**src/rtl/sent_rx_pkg.sv**
```systemverilog
// Shared types and constants for the SENT RX output arbiter.
// Holds the FIFO word tags, requester indices, arbiter FSM states and the
// word packing helpers used when a grant captures requester data.
package sent_rx_pkg;

    localparam logic [1:0] TAG_FAST1  = 2'b00;
    localparam logic [1:0] TAG_FAST2  = 2'b01;
    localparam logic [1:0] TAG_SERIAL = 2'b10;
    // 2'b11 is reserved and never produced.

    localparam logic FAST   = 1'b0;
    localparam logic SERIAL = 1'b1;

    typedef enum logic [1:0] {
        ST_IDLE  = 2'd0,
        ST_WRITE = 2'd1,
        ST_ACK   = 2'd2
    } arb_state_t;

    // Fast word: tag by channel, CRC status in bit 29, 12-bit data at the bottom.
    function automatic logic [31:0] pack_fast(input logic        ch,
                                              input logic        crc_ok,
                                              input logic [11:0] data);
        return {(ch ? TAG_FAST2 : TAG_FAST1), crc_ok, 17'd0, data};
    endfunction

    // Serial word: serial tag, message ID in [23:16], message data in [15:0].
    function automatic logic [31:0] pack_serial(input logic [7:0]  id,
                                                input logic [15:0] data);
        return {TAG_SERIAL, 6'd0, id, data};
    endfunction

endpackage

```
**src/rtl/sent_rx_sat_counter.sv**
```systemverilog
// Saturating up-counter with synchronous clear; clear has priority over increment.
module sent_rx_sat_counter #(
    parameter int W = 8
) (
    input  logic         clk_rx,
    input  logic         reset_n_rx,
    input  logic         inc,
    input  logic         clr,
    output logic [W-1:0] cnt
);

    logic [W-1:0] r_cnt;

    // Count up to all-ones and stick there until cleared.
    always_ff @(posedge clk_rx or negedge reset_n_rx) begin
        if (!reset_n_rx) begin
            r_cnt <= '0;
        end else if (clr) begin
            r_cnt <= '0;
        end else if (inc && (r_cnt != {W{1'b1}})) begin
            r_cnt <= r_cnt + {{(W-1){1'b0}}, 1'b1};
        end
    end

    assign cnt = r_cnt;

endmodule

```
**src/rtl/sent_rx_out_arbiter.sv**
```systemverilog
// Round-robin arbiter sharing the RX FIFO write port between the fast-channel
// unpacker and the serial message decoder. Each grant produces one tagged
// 32-bit word; a request stalled on a full FIFO for too long is dropped.
//
// state    | meaning
// ---------+--------------------------------------------------------------
// ST_IDLE  | waiting for an eligible requester; grant and capture its word
// ST_WRITE | holding the captured word until the FIFO has room or timeout
// ST_ACK   | pulse the granted requester's ack, then back to idle
module sent_rx_out_arbiter
    import sent_rx_pkg::*;
#(
    parameter int FULL_TIMEOUT = 16,
    parameter int CNT_W        = 8
) (
    input  logic             clk_rx,
    input  logic             reset_n_rx,
    input  logic             enable_i,
    input  logic             clear_cnt_i,
    input  logic             fast_valid_i,
    input  logic             fast_ch_i,
    input  logic             fast_crc_ok_i,
    input  logic [11:0]      fast_data_i,
    output logic             fast_ack_o,
    input  logic             ser_valid_i,
    input  logic [7:0]       ser_id_i,
    input  logic [15:0]      ser_data_i,
    output logic             ser_ack_o,
    input  logic             fifo_full_i,
    output logic             wr_en_o,
    output logic [31:0]      wr_data_o,
    output logic             drop_o,
    output logic [CNT_W-1:0] drop_cnt_o,
    output logic [CNT_W-1:0] word_cnt_o
);

    localparam logic [7:0] WAIT_LAST = 8'(FULL_TIMEOUT - 1);

    arb_state_t  r_state;
    logic        r_last_grant;
    logic        r_grant;
    logic [7:0]  r_wait_cnt;
    logic [31:0] r_hold;
    logic [31:0] r_wr_data;
    logic        r_wr_en;
    logic        r_drop;
    logic        r_fast_ack;
    logic        r_ser_ack;

    logic        w_fast_elig;
    logic        w_ser_elig;
    logic        w_grant_sel;
    logic        w_write;
    logic        w_timeout_drop;

    // A requester whose ack is currently high has already been served; masking
    // it stops the same word from being granted a second time.
    assign w_fast_elig = fast_valid_i && !r_fast_ack && enable_i;
    assign w_ser_elig  = ser_valid_i  && !r_ser_ack  && enable_i;

    // On a tie the requester not served last wins; otherwise the only one asking.
    assign w_grant_sel = (w_fast_elig && w_ser_elig) ? ~r_last_grant : w_ser_elig;

    // The FIFO going non-full on the timeout cycle still counts as a write.
    assign w_write        = (r_state == ST_WRITE) && !fifo_full_i;
    assign w_timeout_drop = (r_state == ST_WRITE) && fifo_full_i && (r_wait_cnt == WAIT_LAST);

    // Arbiter FSM with registered strobes, acks and write data.
    always_ff @(posedge clk_rx or negedge reset_n_rx) begin
        if (!reset_n_rx) begin
            r_state      <= ST_IDLE;
            r_last_grant <= SERIAL;
            r_grant      <= FAST;
            r_wait_cnt   <= '0;
            r_hold       <= '0;
            r_wr_data    <= '0;
            r_wr_en      <= 1'b0;
            r_drop       <= 1'b0;
            r_fast_ack   <= 1'b0;
            r_ser_ack    <= 1'b0;
        end else begin
            r_wr_en    <= 1'b0;
            r_drop     <= 1'b0;
            r_fast_ack <= 1'b0;
            r_ser_ack  <= 1'b0;
            case (r_state)
                ST_IDLE: begin
                    if (w_fast_elig || w_ser_elig) begin
                        r_grant      <= w_grant_sel;
                        r_last_grant <= w_grant_sel;
                        r_hold       <= (w_grant_sel == SERIAL)
                                        ? pack_serial(ser_id_i, ser_data_i)
                                        : pack_fast(fast_ch_i, fast_crc_ok_i, fast_data_i);
                        r_wait_cnt   <= '0;
                        r_state      <= ST_WRITE;
                    end
                end
                ST_WRITE: begin
                    if (w_write) begin
                        r_wr_en   <= 1'b1;
                        r_wr_data <= r_hold;
                        r_state   <= ST_ACK;
                    end else if (w_timeout_drop) begin
                        r_drop  <= 1'b1;
                        r_state <= ST_ACK;
                    end else begin
                        r_wait_cnt <= r_wait_cnt + 8'd1;
                    end
                end
                ST_ACK: begin
                    if (r_grant == SERIAL) begin
                        r_ser_ack <= 1'b1;
                    end else begin
                        r_fast_ack <= 1'b1;
                    end
                    r_state <= ST_IDLE;
                end
                default: r_state <= ST_IDLE;
            endcase
        end
    end

    sent_rx_sat_counter #(.W(CNT_W)) u_word_cnt (
        .clk_rx     (clk_rx),
        .reset_n_rx (reset_n_rx),
        .inc        (w_write),
        .clr        (clear_cnt_i),
        .cnt        (word_cnt_o)
    );

    sent_rx_sat_counter #(.W(CNT_W)) u_drop_cnt (
        .clk_rx     (clk_rx),
        .reset_n_rx (reset_n_rx),
        .inc        (w_timeout_drop),
        .clr        (clear_cnt_i),
        .cnt        (drop_cnt_o)
    );

    assign fast_ack_o = r_fast_ack;
    assign ser_ack_o  = r_ser_ack;
    assign wr_en_o    = r_wr_en;
    assign wr_data_o  = r_wr_data;
    assign drop_o     = r_drop;

endmodule

```
**config.mk**
```make
export PLATFORM = sky130hd
export DESIGN_NAME = sent_rx_out_arbiter
export DESIGN_NICKNAME = d
export VERILOG_FILES = /design/src/rtl/sent_rx_pkg.sv /design/src/rtl/sent_rx_sat_counter.sv /design/src/rtl/sent_rx_out_arbiter.sv
export SDC_FILE = /design/constraint.sdc
export NUM_CORES = 1
export LEC_CHECK = 0
export CAP_MARGIN = 10
export CORE_MARGIN = 1.5
export CORE_UTILIZATION = 44
export DETAILED_ROUTE_END_ITERATION = 10
export PLACE_DENSITY = 0.76
export SKIP_LAST_GASP = 1
export SLEW_MARGIN = 10
export SYNTH_ARGS = -nofsm -noshare
export SYNTH_HDL_FRONTEND = slang
export SYNTH_HIERARCHICAL = 1
export SYNTH_SLANG_ARGS = --single-unit
```
**constraint.sdc**
```tcl
create_clock -name clk_rx -period 2 [get_ports clk_rx]
set_input_delay 0.4 -clock clk_rx [delete_from_list [all_inputs] [get_ports clk_rx]]
set_output_delay 0.4 -clock clk_rx [all_outputs]
set_load 0.005 [all_outputs]
```
==> flow_summary.yaml <==
setup_path:
  cp.required_ns: 2.23
  reg2regPathDepth: 6
  startpoint_type: "flip-flop"
  cp_max_fo: 6
  critPathMaxStageDelay_ns: 0.39
  crit_chain: "ha_2 > and3_4 > nand3_2 > nor2_4 > a21boi_1 > mux2_2"
  r2r_slack_ns: 0.14
  r2r_end: "u_drop_cnt/cnt[0]"
  crit_path_end: "u_drop_cnt/cnt[0]"
  slowest_stage: "dfrtp_1"
  endpoint_kind: "flip-flop"
  path_class: "flip-flop to flip-flop"
  worstReg2RegStart: "r_wait_cnt[0]"
  cp-startpoint: "r_wait_cnt[0]"
  critPathArrivalTime_ns: 2.09
global_routing:
  antenna_found_initial: 0
  grt_pass1_vias: 2793
  grt_pass1_wl_mm: 13.4
  grt_overflow: 0
  grt_max_degree: 36
  grtUsageTotal: 0.188
logic_synthesis:
  synth_top_area_cell: "dfrtp_1"
  synth-seq-cells: 85
  synthTopCellsByCount: "dfrtp_1, mux2_2, nand2_1"
  synth_cell_types: 49
  netlist_instances: 324
  synthFlopType: "dfrtp_1"
  synth.area.top_cells: "dfrtp_1, mux2_2, mux2i_1"
  syn_avg_cell_area_um2: 11.7
  yosysTopAreaCellShare: 0.553
  synth_area_um2: 3800
  ys_seq_area_frac: 0.560
  synth_warnings: 6
  synth_edf_count: 0
  synthArstFlopShare: 1.00
  yosys.cell_count.top_type: "dfrtp_1"
placed_design:
  placed_cells: 525
  io_buffer_count: 91
  place_congestion: 0.881
  place_area_um2: 4940
  post-dp-hpwl_mm: 5.56
cells_and_area:
  final_nets: 481
  stdcell_area_um2: 5160
  area_delta_synth_final_pct: 35.6
  final.fill_count: 710
  drive_gt1_frac: 0.199
  instances_no_fill: 542
  multi_input_area_um2: 1580
  antenna_cells: 0
  ff_latch_area_um2: 2130
floorplan:
  die_area_um2: 9210
  ioPinCount: 97
  coreArea_um2: 8300
  die_h_um: 96.0
  std_cell_rows: 33
  start_util: 0.458
  die_w_um: 96.0
run_status:
  outcome: "finished clean"
timing:
  rsz0062_at_grt: "false"
  fin_hold_ws_ns: 0.480
  worst-slew-pin-transition_ns: 0.542
  hold_viol_final: 0
  period_minus_slack_ns: 1.86
  fin_worst_skew_ns: 0.0102
  maxSlewViolCount: 0
  final-setup-viol-count: 0
  fmax_mhz: 538
  worst_slew_margin_rel: 0.638
  fin_crit_sh: 0.930
power:
  p_leak_nw: 2.23
  ir_drop_mv: 0.474
  powerDensity_nw_per_um2: 960
worst_hold_path:
  hold_class: "flip-flop to flip-flop"
clock_tree:
  cts_sinks: 85
  clkLatencyLatePin_ns: 0.34
  clk_path_buf_depth: 2
  cts_tree: "done"
  numCtsBuffers: 9
  cts-htree-levels: 3
  clkTransAtPathRegs_ns: 0.08
  root_buffer: "clkbuf_8"
route:
  vias: 2906
  drt_wl_total_mm: 7.97
  avgViaCountPerCell: 5.36
  drt_iter0_drc: 119
  drt_pass1_iterations: 4
  drtAntennaViolNets: 0
  post-route-drc-count: 0
  post_drt_wl_per_cell_um: 14.7
run:
  cap_violations: 0
-- what timing repair did --
item,4_1_cts,5_1_grt
endpoints found under the setup margin,0,7
buffers inserted,0,1
gates resized for setup,0,9
endpoints found under the hold margin,26,0
hold buffers,1,0
-- metal layers --
metal | global-route usage | routed length (um)
met1 | 0.258 | 3730
met2 | 0.300 | 3820
met3 | 0.0403 | 339
met4 | 0.0515 | 73
met5 | 0 | 0
-- cells in the final DEF (no fill, tap or decap), drive strengths merged, types with 4 or more instances in the layout --
cell type      instances
a21oi                 10
a22o                  14
a31oi                  5
and4                   4
buf                   24
clkbuf                 9
clkdlybuf4s50         90
conb                   5
dfrtp                 84
inv                    8
mux2                  31
mux2i                 14
nand2                 20
nand2b                 8
nand3                 15
nand4                  5
nor2                  12
nor2b                 10
nor3                   9
o21ai                 17
-- flip-flops by register name, indices dropped and copies added (netlist names) --
signal,flops
r_grant,1
wr_data_o,27
fast_ack_o,1
u_drop_cnt/cnt,8
wr_en_o,1
r_state,2
u_word_cnt/cnt,8
r_last_grant,1
r_wait_cnt,8
ser_ack_o,1
drop_o,1
r_hold,26
-- logic make-up (layout without fill, tap and decap cells) --
kind of cell,Yosys count,after routing,share of synthesized area
AO/OA/AOI/OAI,64,64,0.116
AND/OR/NAND/NOR,98,98,0.147
other,1,5,0.000986
adder cells (fa/ha/maj),3,3,0.00987
multiplexers,45,45,0.129
buffers and inverters,28,137,0.0382
flip-flops,85,85,0.560
-- metrics by stage --
step | utilization | power [mW] | setup slack (ns) | setup TNS, ns
after floorplan | - | 3.08 | 0.0105 | 0
final | 0.621 | 4.95 | 0.140 | 0
after global routing | 0.621 | 5.26 | 0.0398 | 0
after detailed placement | 0.595 | 3.93 | -0.00245 | -0.00245
after global placement | 0.595 | 3.88 | 0.0284 | 0
after CTS | 0.616 | 4.98 | 0.0108 | 0
-- worst min-delay path by stage --
| stage | startpoint | end | slack [ns] | depth (start not counted) |
|---|---|---|---|---|
| 2_1_floorplan | reset_n_rx | drop_o | 0.10 | 0 |
| 3_3_place_gp | reset_n_rx | u_word_cnt/cnt[7] | 0.35 | 1 |
| 3_5_place_dp | reset_n_rx | u_word_cnt/cnt[6] | 0.35 | 1 |
| 4_1_cts | r_grant | fast_ack_o | 0.48 | 1 |
| 5_1_grt | r_grant | fast_ack_o | 0.51 | 1 |
| 6_report | r_grant | fast_ack_o | 0.48 | 1 |
-- power by group --
part           switching [mW]  internal (mW)
Combinational           0.537          0.926
Sequential              0.278           2.18
Clock                   0.591          0.442
Total                    1.41           3.54
-- area by class of cell --
type                       count  share of cell area
tap                          105              0.0255
inverter                       7             0.00510
timing repair buffer         115               0.219
sequential                    85               0.413
multi-input combinational    215               0.306
clock buffer                   9              0.0240
clock inverter                 6             0.00752
-- worst max-delay path: cells and delay by family, from the launching register on --
kind	cells	cell delay [ns]
flops	1	0.39
fa+ha+maj	1	0.22
mux	1	0.36
simple gates	3	0.51
compound gates	1	0.27
No activity file was read; power rests on OpenSTA's default activity.
